**src/rtl/mem_arbiter.sv**
```systemverilog
// Two-requester (instruction fetch / data) arbiter for a single shared memory port,
// with a BUSY timeout abort. Define ARB_RR_EN for round-robin instead of fixed D priority.
module mem_arbiter #(
    parameter int ADDR_W  = 32,
    parameter int DATA_W  = 32,
    parameter int TIMEOUT = 255
) (
    input  logic              clk,
    input  logic              reset,
    input  logic              i_req,
    input  logic [ADDR_W-1:0] i_addr,
    output logic              i_gnt,
    output logic              i_done,
    output logic [DATA_W-1:0] i_rdata,
    input  logic              d_req,
    input  logic              d_rnw,
    input  logic [ADDR_W-1:0] d_addr,
    input  logic [DATA_W-1:0] d_wdata,
    output logic              d_gnt,
    output logic              d_done,
    output logic [DATA_W-1:0] d_rdata,
    output logic              m_valid,
    output logic              m_rnw,
    output logic [ADDR_W-1:0] m_addr,
    output logic [DATA_W-1:0] m_wdata,
    input  logic              m_ready,
    input  logic [DATA_W-1:0] m_rdata,
    output logic              err
);

    localparam int CNT_W = (TIMEOUT < 2) ? 1 : $clog2(TIMEOUT);
    localparam logic [CNT_W-1:0] CNT_LAST = CNT_W'(TIMEOUT - 1);

    typedef enum logic [1:0] {
        IDLE   = 2'd0,
        BUSY_I = 2'd1,
        BUSY_D = 2'd2
    } state_t;

    state_t           state;
    state_t           state_nx;
    logic [CNT_W-1:0] cnt;
    logic             d_wins;
    logic             busy_end;
    logic             timeout_hit;

`ifdef ARB_RR_EN
    // Set when D was granted most recently; on contention the other side wins.
    logic last_d;

    assign d_wins = d_req && (!i_req || !last_d);

    always_ff @(posedge clk or negedge reset) begin
        if (!reset) begin
            last_d <= 1'b0;
        end else if (d_gnt) begin
            last_d <= 1'b1;
        end else if (i_gnt) begin
            last_d <= 1'b0;
        end
    end
`else
    assign d_wins = d_req;
`endif

    always_ff @(posedge clk or negedge reset) begin
        if (!reset) begin
            state <= IDLE;
        end else begin
            state <= state_nx;
        end
    end

    always_comb begin
        state_nx    = state;
        i_gnt       = 1'b0;
        d_gnt       = 1'b0;
        busy_end    = 1'b0;
        timeout_hit = 1'b0;
        case (state)
            IDLE: begin
                if (d_wins) begin
                    d_gnt    = 1'b1;
                    state_nx = BUSY_D;
                end else if (i_req) begin
                    i_gnt    = 1'b1;
                    state_nx = BUSY_I;
                end
            end
            BUSY_I, BUSY_D: begin
                // A ready arriving in the last allowed cycle still completes normally.
                if (m_ready) begin
                    busy_end = 1'b1;
                    state_nx = IDLE;
                end else if (cnt == CNT_LAST) begin
                    busy_end    = 1'b1;
                    timeout_hit = 1'b1;
                    state_nx    = IDLE;
                end
            end
            default: state_nx = IDLE;
        endcase
    end

    always_ff @(posedge clk or negedge reset) begin
        if (!reset) begin
            m_valid <= 1'b0;
            m_rnw   <= 1'b0;
            m_addr  <= '0;
            m_wdata <= '0;
            cnt     <= '0;
            i_done  <= 1'b0;
            d_done  <= 1'b0;
            err     <= 1'b0;
            i_rdata <= '0;
            d_rdata <= '0;
        end else begin
            i_done <= busy_end && (state == BUSY_I);
            d_done <= busy_end && (state == BUSY_D);
            err    <= timeout_hit;

            if (d_gnt) begin
                m_valid <= 1'b1;
                m_rnw   <= d_rnw;
                m_addr  <= d_addr;
                m_wdata <= d_wdata;
                cnt     <= '0;
            end else if (i_gnt) begin
                m_valid <= 1'b1;
                m_rnw   <= 1'b1;
                m_addr  <= i_addr;
                m_wdata <= '0;
                cnt     <= '0;
            end else if (busy_end) begin
                m_valid <= 1'b0;
            end else if (state != IDLE) begin
                cnt <= cnt + 1'b1;
            end

            if ((state == BUSY_I) && m_ready && m_rnw) begin
                i_rdata <= m_rdata;
            end
            if ((state == BUSY_D) && m_ready && m_rnw) begin
                d_rdata <= m_rdata;
            end
        end
    end

endmodule

```
**config.mk**
```make
export PLATFORM = sky130hd
export DESIGN_NAME = mem_arbiter
export DESIGN_NICKNAME = d
export VERILOG_FILES = /design/src/rtl/mem_arbiter.sv
export SDC_FILE = /design/constraint.sdc
export NUM_CORES = 1
export LEC_CHECK = 0
export CAP_MARGIN = 30
export CORE_ASPECT_RATIO = 0.75
export CORE_MARGIN = 2
export CORE_UTILIZATION = 45
export DETAILED_ROUTE_END_ITERATION = 8
export GPL_TIMING_DRIVEN = 0
export PLACE_DENSITY_LB_ADDON = 0.12
export SLEW_MARGIN = 5
export SYNTH_ARGS = -nofsm -noshare
export SYNTH_HDL_FRONTEND = slang
export SYNTH_SLANG_ARGS = --single-unit
export TNS_END_PERCENT = 100
```
**constraint.sdc**
```tcl
create_clock -name clk -period 5 [get_ports clk]
set_input_delay 1 -clock clk [delete_from_list [all_inputs] [get_ports clk]]
set_output_delay 1 -clock clk [all_outputs]
set_load 0.1 [all_outputs]
```
== Word-level counts from Yosys, hierarchy flattened ==
Cells that the tools add are included.
Cells by class
  equal/unequal tests: 6
  reductions and logical operators: 14
  add/sub/neg operators: 1
  multiplexer cells: 28
Operator list (count)
  $mux 32: 4
  $mux 8: 4
  $mux 1: 15
  $ne 3x3->1 const B: 3
  $add 8x1->8 const B: 1
  $eq 8x8->1 const B: 1
  $mux 2: 4
  $logic_and 1x1->1: 6
  $reduce_bool 3->1: 2
  $pmux 2 s2: 1
  $reduce_and 2->1: 2
  $reduce_bool 2->1: 2
  $eq 2x1->1 const B: 1
  $eq 2x2->1 const B: 1
  $logic_not 2->1: 1
  $reduce_or 2->1: 1
Storage, ports and cells
  logic and storage cells: 60
  register bits after elaboration: 143
  bits of input ports: 134
  output and inout bits: 135

== Depth between registers and ports, before layout ==
Gate-level depths: netlist of run 1.
  word-level depth: 7
  depth in mapped cells: 8
  mapped depth without buffers: 6

== Least setup slack after synthesis of run 1 ==
No wires, ideal clock.
  path type: input -> output
  from: input port d_req
  to: output port i_gnt
  arrival time: 1.761 ns
  stages: 3
  path slack: 2.239 ns
  data required time: 4.000 ns
  buffers on the path: 1
  cells stage by stage: nand3b_1 clkinv_1 buf_2
On the way
  longest elaborated chain between the ends: 2
Ends and longest elaborated chain
  from (decl): line 15  | input logic d_req,
  $mux 1: line 82  | if (d_wins) begin
  $mux 1: line 80  | case (state)
  to (decl): line 12  | output logic i_gnt,
No other way between the ends.

== Worst setup path after layout of run 1 ==
  from: input port d_req
  to: output port d_gnt
On the way
  longest elaborated chain between the ends: 2
Ends and longest elaborated chain
  $mux 1: line 82
  $mux 1: line 80
  to (decl): line 19  | output logic d_gnt,
No other way between the ends.

==> run summary, run 1 <==
status - finished clean
RePlAce Congestion - 0.840
die area - 0.0140 mm2
CP top delay family - buffers and inverters
Syn Nets - 676
Mapped Cells - 537
Yosys top cell by area - dfrtp_1
clk_lat worst skew - 0.41 ns
H-tree depth - 4
# IOs - 269
shortest period the worst path allows - 4.49 ns
synth warn - 0
most frequent CP cell - clkdlybuf4s50_1
average size of a mapped cell - 11.0 um2
mapped cell area - 0.00590 mm2
Yosys cell types - 38
fmax - 223 MHz
final WL - 17.7 mm
setup_tns - 0 ns
crit path to - d_gnt
placeable core area - 0.0129 mm2
hold path depth - 2
Area contributors post-synth - dfrtp_1 61%, mux2_2 12%, nand2_1 8.8%
origin of the critical flop-to-flop path - state[0]$_DFFE_PN0P_
Overflow after GRT - 0
Pins Over Slew Limit - 0
Num CTS Buffers - 17
initial drt markers - 164
Worst path depth - 5
Hold Vio Cnt, Final - 0
GRT Util Overall - 0.253
Hold WC Path Type - flop to flop
CP max stage delay - 1.18 ns
CP startpoint - d_req
#FFs+latches synth - 143
# Max-Cap Violations - 0
fraction of layout cells with a size suffix above 1 - 0.141
P&R area growth vs syn - 59.3%
worst slew pin tran - 1.03 ns
wire per inst - 17.6 um
hold_ws - 0.494 ns
CTS Sinks - 143
r2r endpoint - m_wdata[14]$_DFFE_PN0N_
die height - 103 um
CP Buf/Inv Count - 4
first-pass GRT wire length - 26.9 mm
Root Driver - clkbuf_16
RSZ-0062 raised after global routing - false
DRT antenna net count - 0
final routed DRC violation total - 0
final worst-path setup slack - 0.508 ns
worst endpoint required time - 4.00 ns
Crit Path Max Fanout - 10
Initial Utilization - 0.458
top-area cell type share of the netlist area - 0.607
vias in the first global route - 5194
Post CTS Setup Buffer Count - 0
hpwl dp - 13.4 mm
cts hold-fix bufs - 0
R2R setup slack - 3.03 ns
Cell Rows - 36
Layout Nets - 964
clock skew - 0.0101 ns
Crit Path Category - input port to output pin
die span in x - 136 um
worst slack, placed - 0.504 ns
largest net degree at the start of global routing - 82
Fillers - 944
worst rel slew slack - 0.311
crit path cell chain - clkdlybuf4s50_1 > nand2_1 > clkinv_1 > buf_2 > clkdlybuf4s50_1
period utilization - 0.898
final setup vio count - 0
sequential area share after synthesis - 0.607
Worst Path Arrival - 3.49 ns
Critical Path Start Type - input port
Port Buffers - 268
Vias - 5135
number of gates resized after CTS - 0
initial antenna violation count - 0
Bufs on Longest Clock Path - 2
Primary FF master, synth - dfrtp_1
Post-synth EDFFs - 0
Pre-Repair DR Iteration Count - 4
ant diodes - 0
CP Capture Type - output pin
Via density - 5.09
Worst path slowest cell - clkdlybuf4s50_1
CTS tree - done
FF-to-FF path depth - 8
CTS clk-pin slew, worst paths - 0.06 ns
asr flop ratio synth - 1.00
## tightest hold or removal path: cells and delay by family (launching register included)
family	cells	cell delay, ns
and+or+nand+nor	2	0.12
DFF	1	0.34
## sequential cells by signal, indices dropped and copies added (netlist names)
name,flops
m_addr,32
m_rnw,1
state,2
i_rdata,32
m_valid,1
err,1
d_rdata,32
d_done,1
m_wdata,32
i_done,1
cnt,8
## cells in the mapped netlist (2+ instances only)
| cell type | n |
|---|---|
| a21oi_1 | 2 |
| a22o_1 | 2 |
| a22oi_1 | 3 |
| a31oi_1 | 32 |
| and2_1 | 3 |
| buf_2 | 21 |
| clkbuf_1 | 9 |
| clkinv_1 | 2 |
| dfrtp_1 | 143 |
| ha_1 | 5 |
| inv_1 | 6 |
| mux2_2 | 64 |
| mux2i_1 | 2 |
| nand2_1 | 139 |
| nand3_1 | 37 |
| nor2_1 | 33 |
| nor2b_1 | 4 |
| nor3_1 | 2 |
| nor3b_1 | 2 |
| o21ai_0 | 8 |
## cell type report
type                            instances  area (um2)  share of cell area
Sequential cell                       143        3580               0.381
Timing Repair Buffer                  269        2710               0.289
Multi-Input combinational cell        355        2150               0.228
Clock buffer                           20         437              0.0465
Tap cell                              171         214              0.0228
Buffer                                 31         143              0.0152
Clock inverter                         12         138              0.0146
Inverter                                8        30.0             0.00320
## stage by stage
stage / instance area (um2) / util / cells
floorplan: 5900 / - / 537
global placement: 8790 / 0.683 / 976
detailed placement: 8820 / 0.685 / 977
CTS: 9400 / 0.730 / 1009
global route: 9400 / 0.730 / 1009
finish: 9400 / 0.730 / 1009
## layer usage
layer | track usage | share of wire | vias to the layer above
met4 | 0.0841 | 0.017 | 0
met3 | 0.0954 | 0.096 | 21
li1 | - | - | 2412
met1 | 0.296 | 0.39 | 2506
met5 | 0 | 0 | -
met2 | 0.435 | 0.50 | 196
## logic make-up (layout without fill, tap and decap cells)
family,after synthesis,in the layout,share of synthesized area
buf+inv,39,340,0.0293
flops,143,143,0.607
simple gates,228,228,0.166
mux,66,66,0.126
xor+xnor,2,2,0.00297
fa+ha+maj,5,5,0.0106
compound gates,54,54,0.0590
## worst min path at each step
stage	startpoint	endpoint	slack [ns]
finish	m_wdata[13]$_DFFE_PN0N_	m_wdata[13]$_DFFE_PN0N_	0.49
global route	i_rdata[31]$_DFFE_PN0P_	i_rdata[31]$_DFFE_PN0P_	0.51
CTS	m_wdata[21]$_DFFE_PN0N_	m_wdata[21]$_DFFE_PN0N_	0.50
detailed placement	m_wdata[21]$_DFFE_PN0N_	m_wdata[21]$_DFFE_PN0N_	0.48
global placement	m_wdata[7]$_DFFE_PN0N_	m_wdata[7]$_DFFE_PN0N_	0.48
floorplan	state[0]$_DFFE_PN0P_	state[0]$_DFFE_PN0P_	0.49
## layout by cell type, fill, tap and decap left out, types with 2 or more instances in the layout
cell / instances
nor3_1: 2
nor2b_1: 4
clkinv_1: 2
nand2_1: 139
bufinv_16: 2
clkinv_2: 2
a22oi_1: 3
a22o_1: 2
buf_2: 21
dfrtp_1: 143
clkinv_4: 4
a31oi_1: 32
clkbuf_16: 17
inv_6: 2
clkinvlp_4: 2
clkdlybuf4s50_1: 267
and2_1: 3
o21ai_0: 8
mux2i_1: 2
inv_1: 6
a21oi_1: 2
nand3_1: 37
clkbuf_1: 12
nor2_1: 33
mux2_2: 64
nor3b_1: 2
ha_1: 5
Power of run 1 is not shown: default switching activity piles up to over one toggle a cycle in this logic, so the estimate is an artifact.
==> inputs of run 2 (changes only) <==
- CORE_MARGIN: 2 -> not set
==> run summary, run 2 (synthesized netlist as in run 1, its figures left out) <==
Crit Path Category - input port to output pin (unchanged)
final routed DRC violation total - 0 (unchanged)
CTS clk-pin slew, worst paths - 0.05 ns (was 0.06 ns)
Bufs on Longest Clock Path - 2 (unchanged)
clock skew - 0.00507 ns (was 0.0101 ns)
Via density - 5.11 (was 5.09)
Port Buffers - 268 (unchanged)
final setup vio count - 0 (unchanged)
worst rel slew slack - 0.305 (was 0.311)
Crit Path Max Fanout - 10 (unchanged)
commonest cells after routing, fill and taps aside - 267 x clkdlybuf4s50_1, 143 x dfrtp_1, 139 x nand2_1 (unchanged)
non-filler cells, final - 1004 (was 1009)
shortest period the worst path allows - 4.56 ns (was 4.49 ns)
first-pass GRT wire length - 28.0 mm (was 26.9 mm)
Post CTS Setup Buffer Count - 0 (unchanged)
Cells after DPL - 973 (was 977)
number of gates resized after CTS - 0 (unchanged)
Hold WC Path Type - flop to flop (unchanged)
CP max stage delay - 1.19 ns (was 1.18 ns)
initial antenna violation count - 0 (unchanged)
DRT antenna net count - 0 (unchanged)
CTS Sinks - 143 (unchanged)
die area - 0.0136 mm2 (was 0.0140 mm2)
worst endpoint required time - 4.00 ns (about the same)
placeable core area - 0.0125 mm2 (was 0.0129 mm2)
Num CTS Buffers - 17 (unchanged)
Vias - 5129 (was 5135)
final WL - 18.0 mm (was 17.7 mm)
most frequent CP cell - clkdlybuf4s50_1 (unchanged)
Hold Vio Cnt, Final - 0 (unchanged)
Pins Over Slew Limit - 0 (unchanged)
setup_tns - 0 ns (unchanged)
# IOs - 269 (unchanged)
largest net degree at the start of global routing - 83 (was 82)
RSZ-0062 raised after global routing - false (unchanged)
Worst path slowest cell - clkdlybuf4s50_1 (unchanged)
crit path cell chain - clkdlybuf4s50_1 > nand2_1 > clkinv_1 > buf_2 > clkdlybuf4s50_1 (unchanged)
CP top delay family - buffers and inverters (unchanged)
fmax - 219 MHz (was 223 MHz)
Critical Path Start Type - input port (unchanged)
ant diodes - 0 (unchanged)
CTS tree - done (unchanged)
status - finished clean (unchanged)
fraction of layout cells with a size suffix above 1 - 0.143 (was 0.141)
Overflow after GRT - 0 (unchanged)
Cell Rows - 35 (was 36)
Root Driver - clkbuf_16 (unchanged)
cts hold-fix bufs - 0 (unchanged)
GRT Util Overall - 0.272 (was 0.253)
period utilization - 0.912 (was 0.898)
worst slew pin tran - 1.04 ns (was 1.03 ns)
H-tree depth - 4 (unchanged)
die height - 101 um (was 103 um)
Pre-Repair DR Iteration Count - 4 (unchanged)
hpwl dp - 13.2 mm (was 13.4 mm)
die span in x - 134 um (was 136 um)
Initial Utilization - 0.471 (was 0.458)
clk_lat worst skew - 0.41 ns (about the same)
CP Capture Type - output pin (unchanged)
initial drt markers - 253 (was 164)
most common cell after layout, fill and taps aside - clkdlybuf4s50_1 (unchanged)
wire per inst - 18.0 um (was 17.6 um)
Layout Nets - 965 (was 964)
Worst Path Arrival - 3.56 ns (was 3.49 ns)
CP Buf/Inv Count - 4 (unchanged)
P&R area growth vs syn - 60.6% (was 59.3%)
RePlAce Congestion - 0.860 (was 0.840)
vias in the first global route - 5383 (was 5194)
# Max-Cap Violations - 0 (unchanged)
-- run 2: changes by cell type in the layout (fill, tap and decap cells not counted), sizes merged --
cell,delta
bufinv,+2
inv,-2
buf,+1
clkbuf,+1
clkinv,-1
clkinvlp,-1
-- run 2: worst paths after layout --
path	from	cells after the start	slack, ns	to
setup / recovery	d_req	5	0.44	d_gnt
hold / removal	m_wdata[26]$_DFFE_PN0N_	2	0.50	m_wdata[26]$_DFFE_PN0N_
setup reg to reg	state[0]$_DFFE_PN0P_	8	2.95	m_wdata[21]$_DFFE_PN0N_
hold reg to reg	m_wdata[26]$_DFFE_PN0N_	2	0.50	m_wdata[26]$_DFFE_PN0N_
max in group asynchronous	reset	2	3.63	m_addr[21]$_DFFE_PN0N_
min in group asynchronous	reset	1	0.56	m_wdata[8]$_DFFE_PN0N_
-- run 2: metal layers --
layer  wire length (um)  part of all wire  track usage  up-vias
li1                   -                 -            -     2398
met1               7060              0.39        0.318     2484
met2               8900              0.49        0.469      222
met3               1670             0.093       0.0996       25
met4                401             0.022       0.0933        0
met5                  0                 0            0        -
-- run 2: layout make-up --
cell class,instances,area (um2)
fillers,864,3050
clock inverters,10,160
clock buffers,21,470
multi-input cells,355,2150
inverters,8,30.0
well taps,166,208
plain buffers,31,143
flip-flops and latches,143,3580
repair buffers,270,2740
-- run 2: through the flow --
step,utilization,cell area (um2),hold slack (ns),worst slack [ns]
final,0.757,9480,0.496,0.442
after global routing,0.757,9480,0.512,0.366
after CTS,0.757,9480,0.499,0.441
after detailed placement,0.706,8840,0.484,0.479
after global placement,0.702,8790,0.481,-2.49
after floorplan,-,5900,0.494,2.24
-- run 2: worst register-to-register path, stage by stage (launching register included) --
cell and delay [ns]:
dfrtp_1 0.37, inv_1 0.08, ha_1 0.19, buf_2 0.17, nand2_1 0.29, clkinv_1 0.34, clkbuf_1 0.32, nand2_1 0.13
nand2_1 0.06
Power of run 2 is left out for the same reason.
